### config.mk
export PLATFORM = sky130hd
export DESIGN_NAME = shot_controller_flat
export DESIGN_NICKNAME = d
export VERILOG_FILES = /design/src/rtl/shot_controller_if.sv /design/src/rtl/shot_controller.sv /design/src/flat_wrapper.sv
export SDC_FILE = /design/constraint.sdc
export NUM_CORES = 1
export LEC_CHECK = 0
export CAP_MARGIN = 20
export CORE_MARGIN = 2
export CORE_UTILIZATION = 47
export DETAILED_ROUTE_END_ITERATION = 8
export GPL_TIMING_DRIVEN = 0
export PLACE_DENSITY_LB_ADDON = 0.12
export SLEW_MARGIN = 20
export SYNTH_ARGS = -nofsm -noshare
export SYNTH_HDL_FRONTEND = slang
export SYNTH_SLANG_ARGS = --single-unit
### constraint.sdc
create_clock -name clk -period 2.3 [get_ports clk]
set_input_delay 0.23 -clock clk [delete_from_list [all_inputs] [get_ports clk]]
set_output_delay 0.23 -clock clk [all_outputs]
set_load 0.005 [all_outputs]
### src/rtl/shot_controller_if.sv
// shot_controller_if
//   Bundles the signals between the mouse/game side and the shot controller.
//   The master modport drives the mouse and projectile inputs and receives
//   the fire/kill commands and the status. The slave modport is the
//   controller's own view of the same signals.
//   Mouse and frame inputs : left_click, right_click, x_pos_in, y_pos_in, v_sync_in
//   Projectile feedback    : hit, proj_done
//   Commands to projectile : fire, proj_kill, target_x, target_y
//   Status                 : ammo_count, busy, reloading, score
interface shot_controller_if;
  logic        left_click;
  logic        right_click;
  logic [11:0] x_pos_in;
  logic [11:0] y_pos_in;
  logic        v_sync_in;
  logic        hit;
  logic        proj_done;
  logic        fire;
  logic        proj_kill;
  logic [11:0] target_x;
  logic [11:0] target_y;
  logic [3:0]  ammo_count;
  logic        busy;
  logic        reloading;
  logic [7:0]  score;

  modport master (
    output left_click, right_click, x_pos_in, y_pos_in, v_sync_in, hit, proj_done,
    input  fire, proj_kill, target_x, target_y, ammo_count, busy, reloading, score
  );

  modport slave (
    input  left_click, right_click, x_pos_in, y_pos_in, v_sync_in, hit, proj_done,
    output fire, proj_kill, target_x, target_y, ammo_count, busy, reloading, score
  );
endinterface

### src/rtl/shot_controller.sv
// shot_controller
//   Turns raw mouse clicks into single, rate-limited fire commands, latches
//   the target coordinates, and tracks the magazine, projectile flight
//   timeout, cooldown, reload and hit score. All timers advance once per
//   frame on the rising edge of v_sync_in.
//   clk : pixel clock, rising edge active
//   rst : asynchronous, active-low reset
//   bus : shot_controller_if slave view (mouse/frame inputs, projectile
//         feedback, fire/kill commands, target, ammo, busy, reloading, score)
module shot_controller #(
  parameter int MAG_SIZE          = 6,
  parameter int COOLDOWN_FRAMES   = 15,
  parameter int RELOAD_FRAMES     = 120,
  parameter int MAX_FLIGHT_FRAMES = 90,
  parameter int X_MAX             = 799,
  parameter int Y_MAX             = 599
) (
  input  logic                     clk,
  input  logic                     rst,
  shot_controller_if.slave         bus
);

  localparam logic [3:0]  MAG_FULL    = 4'(MAG_SIZE);
  localparam logic [7:0]  COOL_LAST   = 8'(COOLDOWN_FRAMES - 1);
  localparam logic [7:0]  RELOAD_LAST = 8'(RELOAD_FRAMES - 1);
  localparam logic [7:0]  FLIGHT_LAST = 8'(MAX_FLIGHT_FRAMES - 1);
  localparam logic [11:0] X_LIM       = 12'(X_MAX);
  localparam logic [11:0] Y_LIM       = 12'(Y_MAX);

  typedef enum logic [2:0] {
    S_IDLE,
    S_FIRE,
    S_FLIGHT,
    S_COOLDOWN,
    S_RELOAD
  } state_t;

  state_t      state_q, state_d;
  logic [7:0]  timer_q, timer_d;
  logic [3:0]  ammo_q, ammo_d;
  logic [7:0]  score_q, score_d;
  logic [11:0] tx_q, tx_d;
  logic [11:0] ty_q, ty_d;
  logic        fire_q, fire_d;
  logic        kill_q, kill_d;

  // Previous-cycle samples for edge detection.
  logic        click_prev_q;
  logic        rclick_prev_q;
  logic        vsync_prev_q;

  logic        click_rise;
  logic        rclick_rise;
  logic        frame_tick;
  logic        in_bounds;

  assign click_rise  = bus.left_click  & ~click_prev_q;
  assign rclick_rise = bus.right_click & ~rclick_prev_q;
  assign frame_tick  = bus.v_sync_in   & ~vsync_prev_q;
  assign in_bounds   = (bus.x_pos_in <= X_LIM) && (bus.y_pos_in <= Y_LIM);

  always_comb begin
    state_d = state_q;
    ammo_d  = ammo_q;
    score_d = score_q;
    tx_d    = tx_q;
    ty_d    = ty_q;
    kill_d  = 1'b0;

    case (state_q)
      S_IDLE: begin
        // Left click has priority over a simultaneous right click.
        if (click_rise && (ammo_q != 4'd0) && in_bounds) begin
          tx_d    = bus.x_pos_in;
          ty_d    = bus.y_pos_in;
          state_d = S_FIRE;
        end else if (click_rise && (ammo_q == 4'd0)) begin
          state_d = S_RELOAD;
        end else if (rclick_rise && (ammo_q < MAG_FULL)) begin
          state_d = S_RELOAD;
        end
      end

      S_FIRE: begin
        ammo_d  = ammo_q - 4'd1;
        state_d = S_FLIGHT;
      end

      S_FLIGHT: begin
        // A hit or proj_done on the timeout tick resolves the shot normally.
        if (bus.hit) begin
          if (score_q != 8'hFF) begin
            score_d = score_q + 8'd1;
          end
          state_d = S_COOLDOWN;
        end else if (bus.proj_done) begin
          state_d = S_COOLDOWN;
        end else if (frame_tick && (timer_q == FLIGHT_LAST)) begin
          kill_d  = 1'b1;
          state_d = S_COOLDOWN;
        end
      end

      S_COOLDOWN: begin
        if (frame_tick && (timer_q == COOL_LAST)) begin
          state_d = (ammo_q == 4'd0) ? S_RELOAD : S_IDLE;
        end
      end

      S_RELOAD: begin
        if (frame_tick && (timer_q == RELOAD_LAST)) begin
          ammo_d  = MAG_FULL;
          state_d = S_IDLE;
        end
      end

      default: begin
        state_d = S_IDLE;
      end
    endcase

    // fire is registered: it is high for exactly the cycle spent in FIRE.
    fire_d = (state_d == S_FIRE);

    // Timer restarts at every state change so each timed state counts
    // frames from its own entry.
    if (state_d != state_q) begin
      timer_d = 8'd0;
    end else begin
      timer_d = timer_q + {7'd0, frame_tick};
    end
  end

  always_ff @(posedge clk or negedge rst) begin
    if (!rst) begin
      state_q       <= S_IDLE;
      timer_q       <= 8'd0;
      ammo_q        <= MAG_FULL;
      score_q       <= 8'd0;
      tx_q          <= 12'd0;
      ty_q          <= 12'd0;
      fire_q        <= 1'b0;
      kill_q        <= 1'b0;
      // Buttons held through reset must not look like a fresh press.
      click_prev_q  <= 1'b1;
      rclick_prev_q <= 1'b1;
      vsync_prev_q  <= 1'b0;
    end else begin
      state_q       <= state_d;
      timer_q       <= timer_d;
      ammo_q        <= ammo_d;
      score_q       <= score_d;
      tx_q          <= tx_d;
      ty_q          <= ty_d;
      fire_q        <= fire_d;
      kill_q        <= kill_d;
      click_prev_q  <= bus.left_click;
      rclick_prev_q <= bus.right_click;
      vsync_prev_q  <= bus.v_sync_in;
    end
  end

  assign bus.fire       = fire_q;
  assign bus.proj_kill  = kill_q;
  assign bus.target_x   = tx_q;
  assign bus.target_y   = ty_q;
  assign bus.ammo_count = ammo_q;
  assign bus.score      = score_q;
  assign bus.busy       = (state_q != S_IDLE);
  assign bus.reloading  = (state_q == S_RELOAD);

endmodule

### src/flat_wrapper.sv
// flat-port wrapper written by rule: the top's interface ports become plain ports
module shot_controller_flat 
#(
  parameter int MAG_SIZE          = 6,
  parameter int COOLDOWN_FRAMES   = 15,
  parameter int RELOAD_FRAMES     = 120,
  parameter int MAX_FLIGHT_FRAMES = 90,
  parameter int X_MAX             = 799,
  parameter int Y_MAX             = 599
)
  (clk, rst, bus_left_click, bus_right_click, bus_x_pos_in, bus_y_pos_in, bus_v_sync_in, bus_hit, bus_proj_done, bus_fire, bus_proj_kill, bus_target_x, bus_target_y, bus_ammo_count, bus_busy, bus_reloading, bus_score);
  shot_controller_if bus_i ();
  input  logic clk;
  input  logic rst;
  input wire logic [$bits(bus_i.left_click)-1:0] bus_left_click;
  input wire logic [$bits(bus_i.right_click)-1:0] bus_right_click;
  input wire logic [$bits(bus_i.x_pos_in)-1:0] bus_x_pos_in;
  input wire logic [$bits(bus_i.y_pos_in)-1:0] bus_y_pos_in;
  input wire logic [$bits(bus_i.v_sync_in)-1:0] bus_v_sync_in;
  input wire logic [$bits(bus_i.hit)-1:0] bus_hit;
  input wire logic [$bits(bus_i.proj_done)-1:0] bus_proj_done;
  output wire logic [$bits(bus_i.fire)-1:0] bus_fire;
  output wire logic [$bits(bus_i.proj_kill)-1:0] bus_proj_kill;
  output wire logic [$bits(bus_i.target_x)-1:0] bus_target_x;
  output wire logic [$bits(bus_i.target_y)-1:0] bus_target_y;
  output wire logic [$bits(bus_i.ammo_count)-1:0] bus_ammo_count;
  output wire logic [$bits(bus_i.busy)-1:0] bus_busy;
  output wire logic [$bits(bus_i.reloading)-1:0] bus_reloading;
  output wire logic [$bits(bus_i.score)-1:0] bus_score;
  assign bus_i.left_click = bus_left_click;
  assign bus_i.right_click = bus_right_click;
  assign bus_i.x_pos_in = bus_x_pos_in;
  assign bus_i.y_pos_in = bus_y_pos_in;
  assign bus_i.v_sync_in = bus_v_sync_in;
  assign bus_i.hit = bus_hit;
  assign bus_i.proj_done = bus_proj_done;
  assign bus_fire = bus_i.fire;
  assign bus_proj_kill = bus_i.proj_kill;
  assign bus_target_x = bus_i.target_x;
  assign bus_target_y = bus_i.target_y;
  assign bus_ammo_count = bus_i.ammo_count;
  assign bus_busy = bus_i.busy;
  assign bus_reloading = bus_i.reloading;
  assign bus_score = bus_i.score;
  shot_controller #(.MAG_SIZE(MAG_SIZE), .COOLDOWN_FRAMES(COOLDOWN_FRAMES), .RELOAD_FRAMES(RELOAD_FRAMES), .MAX_FLIGHT_FRAMES(MAX_FLIGHT_FRAMES), .X_MAX(X_MAX), .Y_MAX(Y_MAX)) u_core (.clk(clk), .rst(rst), .bus(bus_i));
endmodule
Word level (Yosys, flattened, before mapping)
Cells that the tools add are included.
{"block": "op_classes", "addsub": 3, "mul": 0, "div": 0, "order_cmp": 3, "eq_ne": 11, "shifts": 0, "mux": 17, "bitwise_logic": 6, "n_reduce_logical": 16}
{"op": "2-to-1 mux 3 bit", "n": 9}
{"op": "<= comparator 12 x 10 -> 1 bit, second input constant", "n": 2}
{"op": "equality test 8 x 7 -> 1 bit, second input constant", "n": 2}
{"op": "one-hot mux 3 bit (5 select lines)", "n": 1}
{"op": "adder 8 x 1 -> 8 bit", "n": 1}
{"op": "adder 8 x 1 -> 8 bit, second input constant", "n": 1}
{"op": "equality test 8 x 4 -> 1 bit, second input constant", "n": 1}
{"op": "logical AND 1 bit", "n": 8}
{"op": "2-to-1 mux 8 bit", "n": 1}
{"op": "inequality test 8 bit, second input constant", "n": 1}
{"op": "one-hot mux 4 bit (2 select lines)", "n": 1}
{"op": "equality test 3 x 1 -> 1 bit, second input constant", "n": 2}
{"op": "equality test 3 x 2 -> 1 bit, second input constant", "n": 2}
{"op": "logical NOT 4 bit", "n": 1}
{"op": "< comparator 4 x 3 -> 1 bit, second input constant", "n": 1}
{"op": "2-to-1 mux 1 bit", "n": 4}
{"op": "2-to-1 mux 4 bit", "n": 1}
{"op": "AND reduction 2 bit", "n": 2}
{"op": "nonzero test 4 bit", "n": 1}
{"op": "subtractor 4 x 1 -> 4 bit, second input constant", "n": 1}
{"op": "bitwise AND 1 bit", "n": 3}
{"op": "equality test 3 bit, second input constant", "n": 1}
{"op": "logical NOT 3 bit", "n": 1}
{"op": "inequality test 3 bit", "n": 1}
{"op": "other kinds (5)", "n": 7}
{"block": "word_totals", "regBits": 52, "latchBits": 0, "ramBits": 0, "rom_bits": 0, "input_bits": 31, "output_inout_bits": 40, "wordCells": 67, "memories": 0}

Logic depth before layout (Yosys ltp)
{"block": "depth", "depth_word": 9, "ltp_mapped": 7, "depth_no_buf": 7}

Worst setup path before layout
Ideal clock, no wire load.
{"block": "synth_timing", "path_kind": "register to register", "startpoint": "reg u_core.ammo_q[1], in the netlist u_core.bus.ammo_count[1]", "endpoint": "reg u_core.tx_q[5], in the netlist u_core.bus.target_x[5]", "setup_time_ns": 0.125, "arrival_time_ns": 2.032, "required_time_ns": 2.175, "path_slack_ns": 0.143, "path_stages_with_launch": 8, "n_path_buf": 1, "synth_period_minus_slack_ns": 2.157, "cell_sequence": "dfstp_2 inv_1 ha_1 nor3b_2 nand4b_1 nor3_4 buf_4 mux2_2"}
{"block": "synth_via", "elab_chain_cells": 4}
{"element": "from (decl)", "line_no": "shot_controller.sv:40", "text": "logic [3:0] ammo_q, ammo_d;"}
{"element": "from (signal assigned)", "line_no": "shot_controller.sv:151", "text": "ammo_q <= ammo_d;"}
{"element": "nonzero test 4 bit", "line_no": "shot_controller.sv:73", "text": "if (click_rise && (ammo_q != 4'd0) && in_bounds) begin"}
{"element": "logical AND 1 bit (2 in series)", "line_no": "shot_controller.sv:73"}
{"element": "AND reduction 2 bit (no source line)"}
{"element": "to (signal assigned)", "line_no": "shot_controller.sv:153", "text": "tx_q <= tx_d;"}
{"element": "to (decl)", "line_no": "shot_controller.sv:42", "text": "logic [11:0] tx_q, tx_d;"}
No other way between the ends.
A chain may end at the register's enable or synchronous reset.

Final worst setup path
{"block": "layout_timing", "startpoint": "reg u_core.ammo_q[1], in the netlist u_core.bus.ammo_count[1]", "endpoint": "reg u_core.ty_q[2], in the netlist u_core.bus.target_y[2]"}
{"block": "layout_via", "elab_chain_cells": 4}
{"element": "nonzero test 4 bit", "line_no": "shot_controller.sv:73"}
{"element": "logical AND 1 bit (2 in series)", "line_no": "shot_controller.sv:73"}
{"element": "AND reduction 2 bit (no source line)"}
{"element": "to (signal assigned)", "line_no": "shot_controller.sv:154", "text": "ty_q <= ty_d;"}
{"element": "to (decl)", "line_no": "shot_controller.sv:43", "text": "logic [11:0] ty_q, ty_d;"}
No other way between the ends.

==> out/results.ini <==
[outcome]
status=completed

[synth]
synth.avg_cell_area_um2=12.0
ys.flop_type=dfrtp_1
synth-edff-count=0
synth_seq_cells=52
synth_warnings=0
synth_cell_types=48
syn_nets=235
ys_seq_area_share_pct=54.6
synth_area_um2=2390
async_reset_ff_share_pct=100
syn_inst=199

[critical_path]
end_kind=register
critPathKind=register to register
crit_path_max_fanout=5
path_cells=inv_1 -> ha_1 -> nor3b_2 -> nand4b_1 -> buf_4 -> nor3_4 -> buf_2 -> mux2_2
path_buf_inv=3
critPathArrivalTime_ps=2430
cpPeakStageDelay_ps=570
slowest_stage=dfstp_2
required_ps=2500
critPathLaunchType=register
critPathTopFamily=flip-flops

[detailed_routing]
vias_per_cell=5.21
routedWlPerCell_um=14.9
drc=0
drt_pass1_iterations=4
routed-via-count=1812
ant_nets=0
routed_wl_mm=5.19
drtIter0Drc=61

[timing]
post-route-min-period_ps=2230
setup_viol_count_final=0
slew_viol_final=0
skew_ps=5.59
rsz0062_at_grt=true
fin_tns_setup_ps=0
maxSlewHeadroom_pct=56.9
period_share_pct=97.1
timing_hold_violations_final=0
setup_ws_ps=66.4
tightest_slew_ps=646
timing.fmax_mhz=448

[global_routing]
first_global_vias=1826
grt.total_usage_pct=19.5
grt-ovfl-total=0
antenna_found_initial=0
grt_max_degree=53
grt_pass1_wl_mm=8.42

[layout]
area_growth_pct=39.3
ff_latch_area_um2=1310
multiInputGateArea_um2=1060
antenna_cells=0
drive_above_1_share_pct=16.4
layout.nets=316
stdcell_area_um2=3330
fillers=401

[hold_path]
hold_path.class=primary input to register

[place]
dp_hpwl_mm=3.89
postPlaceCellArea_um2=3180
io_buffers=70
routabilityCongestion=0.816
place_ws_ps=-152

[cts]
cts_buffers=5
clock_path_buffers=2
clock-sinks=52
htree_num_levels=2
clk_latency_ps=300
cts_tree=built
clk_pin_slew_ps=90
cts-root-buf=clkbuf_8

[floorplanning]
die_area_um2=5680
die_w_um=75.4
core_um2=4820
chipHeight_um=75.4
start_util_pct=49.7
ios=71
rows=25

[run]
drv_cap=0

[pwr]
peakVddDrop_mv=0.461
leakage_nw=1.50
power.density_nw_per_um2=643

## cells in the mapped netlist, drive strengths merged (4+ instances only)
| cell type | instances | area share [%] |
|---|---|---|
| dfrtp | 48 | 50 |
| mux2 | 22 | 10 |
| nor2 | 19 | 3.0 |
| nand2 | 12 | 1.9 |
| xor2 | 9 | 3.3 |
| nor2b | 7 | 1.8 |
| or4 | 6 | 1.9 |
| ha | 5 | 2.6 |
| nand3 | 5 | 1.0 |
| nor3 | 5 | 1.5 |
| a21oi | 4 | 0.84 |
| and3 | 4 | 1.0 |
| dfstp | 4 | 4.4 |
| inv | 4 | 0.63 |
| nor4 | 4 | 1.3 |
| o21ai | 4 | 0.84 |
| xnor2 | 4 | 1.5 |
## state kept, by name, summed over array words and instances (netlist names)
| signal | cells |
|---|---|
| u_core.vsync_prev_q | 1 |
| u_core.bus.target_x | 12 |
| u_core.bus.ammo_count | 4 |
| u_core.rclick_prev_q | 1 |
| u_core.bus.target_y | 12 |
| u_core.click_prev_q | 1 |
| u_core.bus.score | 8 |
| u_core.bus.fire | 1 |
| u_core.bus.proj_kill | 1 |
| u_core.state_q | 3 |
| u_core.timer_q | 8 |
## per-layer routing
layer / track usage, % / vias to the layer above / wire [um]
li1: - / 878 / -
met1: 25.2 / 886 / 2200
met2: 32.7 / 40 / 2700
met3: 5.16 / 8 / 227
met4: 5.26 / 0 / 65
met5: 0 / - / 0
## kinds of logic (layout without fill, tap and decap cells)
kind of cell / Yosys count / count (layout) / share of synthesized area [%]
and+or+nand+nor: 79 / 79 / 19.4
buffers and inverters: 8 / 90 / 1.67
muxes: 22 / 22 / 10.4
DFF: 52 / 52 / 54.6
AOI/OAI and AO/OA: 20 / 20 / 6.64
xor gates and xnor gates: 13 / 13 / 4.76
adders and majority gates: 5 / 5 / 2.61
## final timing paths
kind                       slack (ps)                            startpoint                                  end  depth (start not counted)
min reg2reg                       500    u_core.bus.target_y[3]$_DFFE_PN0P_   u_core.bus.target_y[3]$_DFFE_PN0P_                          1
max                                70  u_core.bus.ammo_count[1]$_DFFE_PN1P_   u_core.bus.target_y[2]$_DFFE_PN0P_                          8
max reg2reg                        70  u_core.bus.ammo_count[1]$_DFFE_PN1P_   u_core.bus.target_y[2]$_DFFE_PN0P_                          8
min in group asynchronous         480                                   rst          u_core.timer_q[7]$_DFF_PN0_                          2
min                               350                        bus_left_click        u_core.click_prev_q$_DFF_PN1_                          1
max in group asynchronous        1370                                   rst  u_core.bus.target_y[10]$_DFFE_PN0P_                          2
## per-stage QoR
| step | power, mW | cells | util, % | hold slack [ps] |
|---|---|---|---|---|
| 2_1_floorplan | 1.31 | 199 | - | -65.6 |
| 3_3_place_gp | 1.53 | 336 | 66.0 | 471 |
| 3_5_place_dp | 1.55 | 336 | 65.9 | 305 |
| 4_1_cts | 2.16 | 347 | 68.7 | 350 |
| 5_1_grt | 2.26 | 348 | 69.2 | 362 |
| 6_report | 2.14 | 348 | 69.2 | 351 |
## power by group
group | internal [mW] | total, mW | switching, mW
logic | 0.250 | 0.422 | 0.172
registers | 1.01 | 1.11 | 0.100
clock network | 0.323 | 0.616 | 0.293
total | 1.58 | 2.14 | 0.565
## cell usage in the layout (no fill, tap or decap), types with 5 or more instances in the layout
cell type        Yosys  layout
xor2_1               9       9
mux2_2              20      20
nand3_1              5       5
nand2_1             12      12
nor2b_1              7       7
dfrtp_1             48      48
nor2_1              19      19
or4_1                6       6
ha_1                 5       5
clkdlybuf4s50_1      0      69
clkbuf_8             0       5
## cell type report
type	count	share of cell area [%]
Sequential cell	52	39.2
Multi-Input combinational cell	139	31.9
Timing Repair Buffer	74	21.8
Tap cell	67	2.52
Clock buffer	6	2.18
Clock inverter	2	1.05
Buffer	4	0.863
Inverter	4	0.450
## worst register-to-register path, delay by kind of cell, from the launching register on
kind / cells / cell delay (ps)
DFF: 1 / 570
and+or+nand+nor: 3 / 550
buffers and inverters: 3 / 480
muxes: 1 / 350
adders and majority gates: 1 / 170
## timing repair
| item | CTS | global route |
|---|---|---|
| buffers inserted | 2 | 0 |
| endpoints found under the setup margin | 23 | 24 |
| pin swaps | 1 | 1 |
| hold buffers | 1 | 0 |
| resized for setup | 0 | 3 |
| cloned | 0 | 1 |
| hold endpoints to repair | 48 | 0 |
Power figures use the tool's default switching activity.
==> patch, RTL diff (same settings) <==
`Y_MAX` is set to 599 in 2 places; all go to 449.
--- a/src/rtl/shot_controller.sv
+++ b/src/rtl/shot_controller.sv
@@ -13,7 +13,7 @@
   parameter int RELOAD_FRAMES     = 120,
   parameter int MAX_FLIGHT_FRAMES = 90,
   parameter int X_MAX             = 799,
-  parameter int Y_MAX             = 599
+  parameter int Y_MAX             = 449
 ) (
   input  logic                     clk,
   input  logic                     rst,
--- a/src/flat_wrapper.sv
+++ b/src/flat_wrapper.sv
@@ -6,7 +6,7 @@
   parameter int RELOAD_FRAMES     = 120,
   parameter int MAX_FLIGHT_FRAMES = 90,
   parameter int X_MAX             = 799,
-  parameter int Y_MAX             = 599
+  parameter int Y_MAX             = 449
 )
   (clk, rst, bus_left_click, bus_right_click, bus_x_pos_in, bus_y_pos_in, bus_v_sync_in, bus_hit, bus_proj_done, bus_fire, bus_proj_kill, bus_target_x, bus_target_y, bus_ammo_count, bus_busy, bus_reloading, bus_score);
   shot_controller_if bus_i ();
Check against the original RTL: not equivalent (Yosys sat finds a counterexample within 4 cycles, from zero or initial values and one cycle with rst low).
==> patch against the original RTL <==
- synthesized area shrank 3.1%
- worst setup slack gained 0.047 ns
- design area shrank 0.30%
- count of clock-buffer cells in the layout grew 1
- cell count shrank 0.86%
- sequential cell count is the same
- routed wire length shrank 9.0%
- critical endpoint is now u_core.timer_q[1]$_DFF_PN0_
Power is not compared: it rests on default switching activity, and its combinational part moved more than twofold at a synthesized area within 25%.
==> patch: results (changes against the original RTL) <==
Yosys
  • Mux contribution to synthesized area: 9.709% (-0.64 points)
  • Post-synthesis sequential area ratio: 56.31% (+1.7 points)
  • Compound-cell area share of the yosys netlist: 5.286% (-1.4 points)
  • Syn Nets: 226 (-3.8%)
  • Synth area leaders: dfrtp_1 52%, mux2_1 6.3%, dfstp_2 4.5%
  • Area share of xor/xnor cells in the synthesized design: 5.663% (+0.91 points)

Drt
  • Post-Route M1 WL: 2.114 mm (-3.7%)
  • DR WL met2: 2.275 mm (-16%)
  • Routed length per instance: 13.70 µm (-8.2%)
  • DRT iter0 DRCs: 62 (+1.6%)
  • Final WL: 4.728 mm (-9.0%)

Final layout
  • Signal buffers share of area: 24.25% (+1.5 points)
  • Inverters excl. clock: 7 (+3)
  • Final nets: 313 (-0.95%)
  • Clock Buffer Count: 7 (+1)
  • Layout cells sized above 1: 16.91% (+0.54 points)
  • Comb_multi_in: 129 (-7.2%)

Status
  • Outcome: complete, no violations

Global route
  • First-pass GRT wire length: 7.576 mm (-10%)

Place
  • Placed Instances: 327 (-2.7%)
  • Detailed placement HPWL: 3.307 mm (-15%)
  • Routability cong.: 0.7496 (-8.2%)
  • Pre-CTS WS: -0.1098 ns (+0.04191 ns)

Critical path
  • Crit path DAT: 2.37 ns (-0.06 ns)
  • CP Max Fanout: 8 (+3)
  • Cell family with most CP delay: compound AO/OA/AOI/OAI gates

Timing
  • Slew @ Worst Pin: 0.6434 ns (-0.002391 ns)
  • Clk_skew: 0.006436 ns (+0.0008408 ns)
patch: changes by cell type in the layout (fill, tap and decap cells not counted), sizes merged, moves of 3 or more:
cell,delta
a21oi,-3
buf,+5
inv,+3
nand2b,-3
nand3,+5
o211ai,+3
or4,-6
or4b,-3
xnor2,+3
patch: path summary, 6_finish.rpt:
kind                                                       from                                  end  slack (ns)  cells after the start
hold / removal                                  bus_right_click       u_core.rclick_prev_q$_DFF_PN1_        0.36                      1
max in group asynchronous                                   rst  u_core.bus.target_x[10]$_DFFE_PN0P_        1.39                      2
hold reg to reg              u_core.bus.target_x[7]$_DFFE_PN0P_   u_core.bus.target_x[7]$_DFFE_PN0P_        0.49                      1
min in group asynchronous                                   rst   u_core.bus.target_y[2]$_DFFE_PN0P_        0.49                      2
setup / recovery           u_core.bus.ammo_count[1]$_DFFE_PN1P_          u_core.timer_q[1]$_DFF_PN0_        0.11                      8
setup reg to reg           u_core.bus.ammo_count[1]$_DFFE_PN1P_          u_core.timer_q[1]$_DFF_PN0_        0.11                      8
patch: layer usage:
metal | track usage (%) | up-vias
met4 | 5.952 | 0
met1 | 22.76 | 810
met2 | 30.26 | 50
li1 | - | 842
met5 | 0 | -
met3 | 5.014 | 5
patch: worst register-to-register path, stage by stage (launching register included):
cell	delay (ns)
dfstp_2	0.58
inv_2	0.06
ha_4	0.15
nor3b_4	0.15
nand4b_1	0.22
buf_4	0.18
o31a_1	0.33
o221ai_4	0.32
nor2_1	0.09
patch: where the power goes:
group / switching, mW / internal, mW
combinational: 0.357 / 0.500
clock: 0.290 / 0.245
sequential: 0.165 / 1.07
patch: kinds of logic after synthesis:
family          count (synthesis)
flops                          52
simple gates                   73
fa+ha+maj                       5
buf+inv                         9
compound gates                 16
mux                            20
xor+xnor                       15
